==> config.mk <==
export PLATFORM = sky130hd
export DESIGN_NAME = serial_cla_addsub
export DESIGN_NICKNAME = d
export VERILOG_FILES = /design/src/rtl/addsub_pkg.sv /design/src/rtl/addsub_slice8.sv /design/src/rtl/serial_cla_addsub.sv
export SDC_FILE = /design/constraint.sdc
export NUM_CORES = 1
export LEC_CHECK = 0
export CAP_MARGIN = 20
export CORE_ASPECT_RATIO = 0.75
export CORE_UTILIZATION = 46
export CTS_CLUSTER_SIZE = 24
export DETAILED_ROUTE_END_ITERATION = 12
export MAX_ROUTING_LAYER = met4
export PLACE_DENSITY = 0.86
export REMOVE_ABC_BUFFERS = 1
export SLEW_MARGIN = 20
export SYNTH_ARGS = -nofsm -noshare
export SYNTH_HDL_FRONTEND = slang
export SYNTH_SLANG_ARGS = --single-unit
export TNS_END_PERCENT = 100
==> constraint.sdc <==
create_clock -name clk -period 2.93 [get_ports clk]
set_input_delay 0.293 -clock clk [delete_from_list [all_inputs] [get_ports clk]]
set_output_delay 0.293 -clock clk [all_outputs]
set_load 0.02 [all_outputs]
==> src/rtl/addsub_pkg.sv <==
// -----------------------------------------------------------------------------
// addsub_pkg
// Shared definitions for the byte-serial carry-lookahead adder/subtractor:
//   - state_e   : controller states (IDLE, RUN, DONE)
//   - SLICE_W   : width of the single arithmetic slice (one byte)
//   - idx_width : width of the byte-index counter for a given slice count
// -----------------------------------------------------------------------------
package addsub_pkg;

    typedef enum logic [1:0] {
        IDLE = 2'd0,
        RUN  = 2'd1,
        DONE = 2'd2
    } state_e;

    localparam int SLICE_W = 8;

    // Width of a counter able to address nb byte slices (never narrower than 1).
    function automatic int idx_width(input int nb);
        return (nb > 1) ? $clog2(nb) : 1;
    endfunction

endpackage

==> src/rtl/addsub_slice8.sv <==
// -----------------------------------------------------------------------------
// addsub_slice8
// Purely combinational 8-bit carry-lookahead adder built from two 4-bit
// lookahead groups. The upper group's carry-in comes from the lower group's
// generate/propagate, not from a ripple through its bits.
// Ports:
//   a_i, b_i  [7:0]  addends
//   cin_i            carry in
//   s_o       [7:0]  sum
//   cout_o           carry out of bit 7
// -----------------------------------------------------------------------------
module addsub_slice8 (
    input  logic [7:0] a_i,
    input  logic [7:0] b_i,
    input  logic       cin_i,
    output logic [7:0] s_o,
    output logic       cout_o
);

    logic [7:0] g_s;
    logic [7:0] p_s;
    logic [7:0] c_s;
    logic       gg0_s;
    logic       pg0_s;
    logic       gg1_s;
    logic       pg1_s;
    logic       c4_s;

    // Bit generate/propagate, both groups' lookahead carries and the sum.
    always_comb begin
        g_s = a_i & b_i;
        p_s = a_i ^ b_i;

        // Lower group: carries 0..3 and group generate/propagate.
        c_s[0] = cin_i;
        c_s[1] = g_s[0] | (p_s[0] & cin_i);
        c_s[2] = g_s[1] | (p_s[1] & g_s[0]) | (p_s[1] & p_s[0] & cin_i);
        c_s[3] = g_s[2] | (p_s[2] & g_s[1]) | (p_s[2] & p_s[1] & g_s[0])
               | (p_s[2] & p_s[1] & p_s[0] & cin_i);
        gg0_s  = g_s[3] | (p_s[3] & g_s[2]) | (p_s[3] & p_s[2] & g_s[1])
               | (p_s[3] & p_s[2] & p_s[1] & g_s[0]);
        pg0_s  = &p_s[3:0];

        // Group-level lookahead into the upper group.
        c4_s   = gg0_s | (pg0_s & cin_i);

        // Upper group: carries 4..7 and group generate/propagate.
        c_s[4] = c4_s;
        c_s[5] = g_s[4] | (p_s[4] & c4_s);
        c_s[6] = g_s[5] | (p_s[5] & g_s[4]) | (p_s[5] & p_s[4] & c4_s);
        c_s[7] = g_s[6] | (p_s[6] & g_s[5]) | (p_s[6] & p_s[5] & g_s[4])
               | (p_s[6] & p_s[5] & p_s[4] & c4_s);
        gg1_s  = g_s[7] | (p_s[7] & g_s[6]) | (p_s[7] & p_s[6] & g_s[5])
               | (p_s[7] & p_s[6] & p_s[5] & g_s[4]);
        pg1_s  = &p_s[7:4];

        cout_o = gg1_s | (pg1_s & c4_s);
        s_o    = p_s ^ c_s;
    end

endmodule

==> src/rtl/serial_cla_addsub.sv <==
// -----------------------------------------------------------------------------
// serial_cla_addsub
// Multi-cycle WIDTH-bit adder/subtractor. Operands are captured on the input
// handshake and processed one byte per cycle (LSB byte first) through a single
// 8-bit CLA slice, with the inter-byte carry held in a register.
// Subtraction is A + ~B + 1: B is inverted at capture and the carry seeds to 1.
// Optional build macro ADDSUB_FLAGS_EN adds the zero and ovf outputs.
// Ports:
//   clk, rst             clock (rising edge), synchronous active-high reset
//   in_valid / in_ready  request handshake (ready only in IDLE, low in reset)
//   a, b, sub            operands, 0 = A+B, 1 = A-B
//   out_valid/out_ready  result handshake (valid throughout DONE)
//   result, carry_out    sum/difference mod 2^WIDTH, final carry (1 = no borrow)
//   zero, ovf            result==0, signed overflow (ADDSUB_FLAGS_EN only)
// -----------------------------------------------------------------------------
module serial_cla_addsub
    import addsub_pkg::*;
#(
    parameter int WIDTH = 32
) (
    input  logic             clk,
    input  logic             rst,
    input  logic             in_valid,
    output logic             in_ready,
    input  logic [WIDTH-1:0] a,
    input  logic [WIDTH-1:0] b,
    input  logic             sub,
    output logic             out_valid,
    input  logic             out_ready,
    output logic [WIDTH-1:0] result,
    output logic             carry_out
`ifdef ADDSUB_FLAGS_EN
    ,
    output logic             zero,
    output logic             ovf
`endif
);

    localparam int NB = WIDTH / SLICE_W;
    localparam int IW = idx_width(NB);

    state_e           state_q,  state_d;
    logic [IW-1:0]    idx_q,    idx_d;
    logic             carry_q,  carry_d;
    logic [WIDTH-1:0] a_q,      a_d;
    logic [WIDTH-1:0] b_q,      b_d;
    logic [WIDTH-1:0] result_q, result_d;
    logic             cout_q,   cout_d;
`ifdef ADDSUB_FLAGS_EN
    logic             zero_q,   zero_d;
    logic             ovf_q,    ovf_d;
`endif

    logic [7:0]       slice_a_s;
    logic [7:0]       slice_b_s;
    logic [7:0]       slice_s_s;
    logic             slice_cout_s;

    // Current byte of each operand; {idx,3'b000} is the bit offset of byte idx.
    always_comb begin
        slice_a_s = a_q[{idx_q, 3'b000} +: SLICE_W];
        slice_b_s = b_q[{idx_q, 3'b000} +: SLICE_W];
    end

    addsub_slice8 u_slice (
        .a_i    (slice_a_s),
        .b_i    (slice_b_s),
        .cin_i  (carry_q),
        .s_o    (slice_s_s),
        .cout_o (slice_cout_s)
    );

    // Controller next-state and datapath next-value logic.
    always_comb begin
        state_d  = state_q;
        idx_d    = idx_q;
        carry_d  = carry_q;
        a_d      = a_q;
        b_d      = b_q;
        result_d = result_q;
        cout_d   = cout_q;
`ifdef ADDSUB_FLAGS_EN
        zero_d   = zero_q;
        ovf_d    = ovf_q;
`endif
        case (state_q)
            IDLE: begin
                if (in_valid) begin
                    a_d     = a;
                    b_d     = sub ? ~b : b;
                    carry_d = sub;
                    idx_d   = {IW{1'b0}};
                    state_d = RUN;
                end else begin
                    state_d = IDLE;
                end
            end
            RUN: begin
                result_d[{idx_q, 3'b000} +: SLICE_W] = slice_s_s;
                carry_d = slice_cout_s;
                if (idx_q == IW'(NB - 1)) begin
                    state_d = DONE;
                    cout_d  = slice_cout_s;
`ifdef ADDSUB_FLAGS_EN
                    // Flags see the complete result including the byte written now.
                    zero_d  = (result_d == {WIDTH{1'b0}});
                    ovf_d   = (a_q[WIDTH-1] == b_q[WIDTH-1])
                           && (result_d[WIDTH-1] != a_q[WIDTH-1]);
`endif
                end else begin
                    idx_d = idx_q + 1'b1;
                end
            end
            DONE: begin
                if (out_ready) begin
                    state_d = IDLE;
                end else begin
                    state_d = DONE;
                end
            end
            default: begin
                state_d = IDLE;
            end
        endcase
    end

    // State and datapath registers with synchronous reset.
    always_ff @(posedge clk) begin
        if (rst) begin
            state_q  <= IDLE;
            idx_q    <= {IW{1'b0}};
            carry_q  <= 1'b0;
            a_q      <= {WIDTH{1'b0}};
            b_q      <= {WIDTH{1'b0}};
            result_q <= {WIDTH{1'b0}};
            cout_q   <= 1'b0;
`ifdef ADDSUB_FLAGS_EN
            zero_q   <= 1'b0;
            ovf_q    <= 1'b0;
`endif
        end else begin
            state_q  <= state_d;
            idx_q    <= idx_d;
            carry_q  <= carry_d;
            a_q      <= a_d;
            b_q      <= b_d;
            result_q <= result_d;
            cout_q   <= cout_d;
`ifdef ADDSUB_FLAGS_EN
            zero_q   <= zero_d;
            ovf_q    <= ovf_d;
`endif
        end
    end

    // Outputs decode directly from registered state; in_ready is also held low in reset.
    always_comb begin
        in_ready  = (state_q == IDLE) && !rst;
        out_valid = (state_q == DONE);
        result    = result_q;
        carry_out = cout_q;
`ifdef ADDSUB_FLAGS_EN
        zero      = zero_q;
        ovf       = ovf_q;
`endif
    end

endmodule

==> run summary <==
### Synth
• 0.0655 — XOR/XNOR Fraction of Synth Area
• dfxtp_1 — post-synthesis cell type with the largest combined area
• 4680 sq um — cell area after technology mapping
• 0 — count of synthesis-stage warnings from yosys
• 0.0460 — Post-Synth Adder-Cell Area
• 0.436 — share of Yosys cell area claimed by the top area cell type
• 496 — count of mapped cells out of synthesis
• 0 — fraction of registers with async set or reset after synthesis
• 0 — count of flip-flops with a built-in enable after synthesis
• dfxtp_1, mux4_2, xnor2_1, nand2_1, a211oi_1 — top post-synthesis cells by area
• 102 — flops & latches, synth
• 0.166 — area fraction in and, or, nand and nor cells after synthesis
• 9.44 sq um — Mapped Avg Cell Area
• 46 — post-synthesis cell type count
• 0.170 — area fraction in compound gates after synthesis
• 0.0770 — mux contribution to synthesized area
• 0.436 — share of the yosys chip area belonging to registers
• compound AO/OA/AOI/OAI gates — combinational family with the most area after synthesis
• dfxtp_1 — primary flip-flop cell chosen by synthesis mapping

### Setup path
• 3150 ps — data required time at the worst endpoint
• flop to flop — class of the most critical setup path
• 9 — number of cells traversed by the worst register-to-register path
• 60 ps — setup slack of the most critical reg-to-reg path
• 14 — Max Fanout on Critical Path
• flop — element type at the critical path start
• 3080 ps — arrival time of data at the critical path endpoint
• flop — CP endpoint kind

### Power
• 0.00242 W — design internal power
• 0.000893 W — net switching power
• 0.270 — switching power share of the total
• 538 nW/um^2 — PD cells
• 2.21 nW — leakage component of the power
• 297 uV — maximum resistive drop on vdd
• 0.457 — sequential share of power
• 0.185 — combinational group share of total power
• 0.358 — share of total power in the clock network

### Finish
• 0 — Antenna Diode Count
• 784 — number of fill cells
• 31.4% — Syn-to-layout area delta
• 670 — number of nets in the finished design
• 2500 sq um — area of the multi-input gates
• 0.629 — Final Core Density
• 722 — number of standard cells in the layout, taps in and fillers out
• 2040 sq um — Reg area
• 0.102 — fraction of final layout cells with drive strength greater than 1

### Floorplan
• 104 — total I/O pin count
• 9770 sq um — Core Box Area
• 10600 sq um — Die Area
• 31 — row count
• 118 um — Die X-Extent
• 89.4 um — Die Height
• 0.479 — Starting Density

### Routing
• 5 — first-pass iteration count of the detailed router
• 0 — post-detailed-route count of antenna-violating nets
• 351 — DR iter-0 viols
• 16.1 um — post-detailed-route wirelength per cell
• 5.47 — per-cell via count in the routed design
• 11600 um — drt total wl
• 0 — Post-route DRC
• 3946 — number of vias after detailed routing

### Clock network
• 0 — hold buffer count at CTS
• 0 — post-CTS repair timing setup buffer count
• clkbuf_16 — root buffer selected by CTS
• 3 — maximum level of the CTS H-tree
• 9 — CTS buffer count
• 340 ps — later-pin clock latency in the skew report
• 70 ps — clock edge transition at the registers on the reported setup and hold paths
• 2 — Longest Clk Path Bufs
• done — CTS tree
• 102 — clk sink count

### Timing
• 6.24 ps — Clock Skews
• 0.349 GHz — peak clock frequency supported by timing
• 0.978 — crit share post-route
• 0.412 — normalized max-slew margin
• 0 — max-slew violation count
• 0 ps — Total Neg Setup Slack
• 0 — total of endpoints with negative setup slack in the final report
• 881 ps — worst slew pin tran
• 0 — number of failing hold endpoints at the final stage
• 2870 ps — Final min period

### Global route
• 0 — total overflow reported by the global router
• 3766 — via count of the first global-routing pass
• 18600 um — wire length of the first global-routing pass
• 65 — pin count of the biggest net entering global routing
• 0 — antenna violations before repair
• 0.233 — gr usage total

### Place
• 8520 um — estimated wirelength of the detail-placed design
• 706 — number of placed instances with taps included
• 0.866 — routability-driven placement congestion ratio
• 103 — count of buffers inserted at the top-level ports

### Hold path
• 2 — Worst Hold Path Cells
• input pin to flop — type of the worst min-delay path

### Run
• 0 — reported max-cap violation count

### Status
• finished clean — run status

-- layer usage --
metal	track usage	wire length (um)	up-vias	part of all wire
met5	-	0	-	0
met1	0.291	5210	1837	0.45
met2	0.372	5320	175	0.46
met4	0.0829	202	0	0.017
li1	-	-	1911	-
met3	0.0548	857	23	0.074
-- flip-flops by register name, indices dropped and copies added (netlist names) --
name / cells
a_q: 32
b_q: 32
carry_out: 1
carry_q: 1
idx_q: 2
result: 32
state_q: 2
-- through the flow --
stage	worst slack, ps	cell area, sq um	power, W	hold slack [ps]
floorplan	-393	4530	0.00187	362
global placement	160	5800	0.00210	440
detailed placement	10.3	5800	0.00213	447
CTS	20.8	6110	0.00330	405
global route	-11.2	6150	0.00345	442
finish	63.8	6150	0.00331	412
-- placed cells by master (no fill, tap or decap), drive strengths merged, types with 4 or more instances in the layout --
cell,n
dfxtp,102
o21ai,10
inv,9
clkdlybuf4s50,101
nand2b,5
o31ai,4
a22oi,20
nand2,74
a211oi,33
nor2,62
xnor2,33
ha,14
buf,12
nand3b,12
mux4,16
clkbuf,9
a21oi,39
-- Yosys cell counts, types with 2 or more instances --
cell,number
dfxtp_1,102
nand2_1,72
nor2_1,62
a21oi_1,37
a211oi_1,33
xnor2_1,33
clkbuf_1,23
a22oi_1,20
mux4_2,16
ha_1,14
nand3b_1,12
buf_2,10
o21ai_1,9
inv_1,7
nand2b_1,5
o31ai_1,3
a211o_1,2
a21oi_2,2
fa_1,2
nor3_1,2
nor4b_4,2
o21a_1,2
or2_1,2
xor2_1,2
-- critical path, stage by stage, from the launching register on --
cell,delay [ps]
dfxtp_2,360
buf_12,170
mux4_2,540
ha_1,340
a21oi_4,200
o22ai_2,140
buf_4,160
or4_1,520
o311ai_2,150
o21ai_1,140
-- kinds of logic (layout without fill, tap and decap cells) --
logic type                 count (synthesis)  count (layout)
AOI/OAI and AO/OA                        118             118
xor gates and xnor gates                  35              35
DFF                                      102             102
adders and majority gates                 16              16
and+or+nand+nor                          167             167
buffers and inverters                     42             136
muxes                                     16              16
-- layout make-up --
type | instances | share of cell area
sequential | 102 | 0.332
inverter | 7 | 0.00427
tap | 132 | 0.0268
timing repair buffer | 113 | 0.181
clock buffer | 9 | 0.0366
clock inverter | 7 | 0.0118
multi-input combinational | 352 | 0.407
-- final timing paths --
check,from,end
max,idx_q[0],result[15]
min,rst,a_q[31]
max reg2reg,idx_q[0],result[15]
min reg2reg,a_q[13],a_q[13]
-- timing repair --
item | CTS | global route
endpoints found under the hold margin | 0 | 0
endpoints found under the setup margin | 2 | 14
gates resized for setup | 1 | 6
-- power by group through the flow --
stage | clock network, W | logic [W] | registers (W)
after floorplan | 0 | 0.000324 | 0.00154
after global placement | 0 | 0.000561 | 0.00154
after detailed placement | 0 | 0.000587 | 0.00154
after CTS | 0.00120 | 0.000593 | 0.00151
after global routing | 0.00127 | 0.000663 | 0.00152
final | 0.00118 | 0.000614 | 0.00151
No activity file was read; power rests on OpenSTA's default activity.
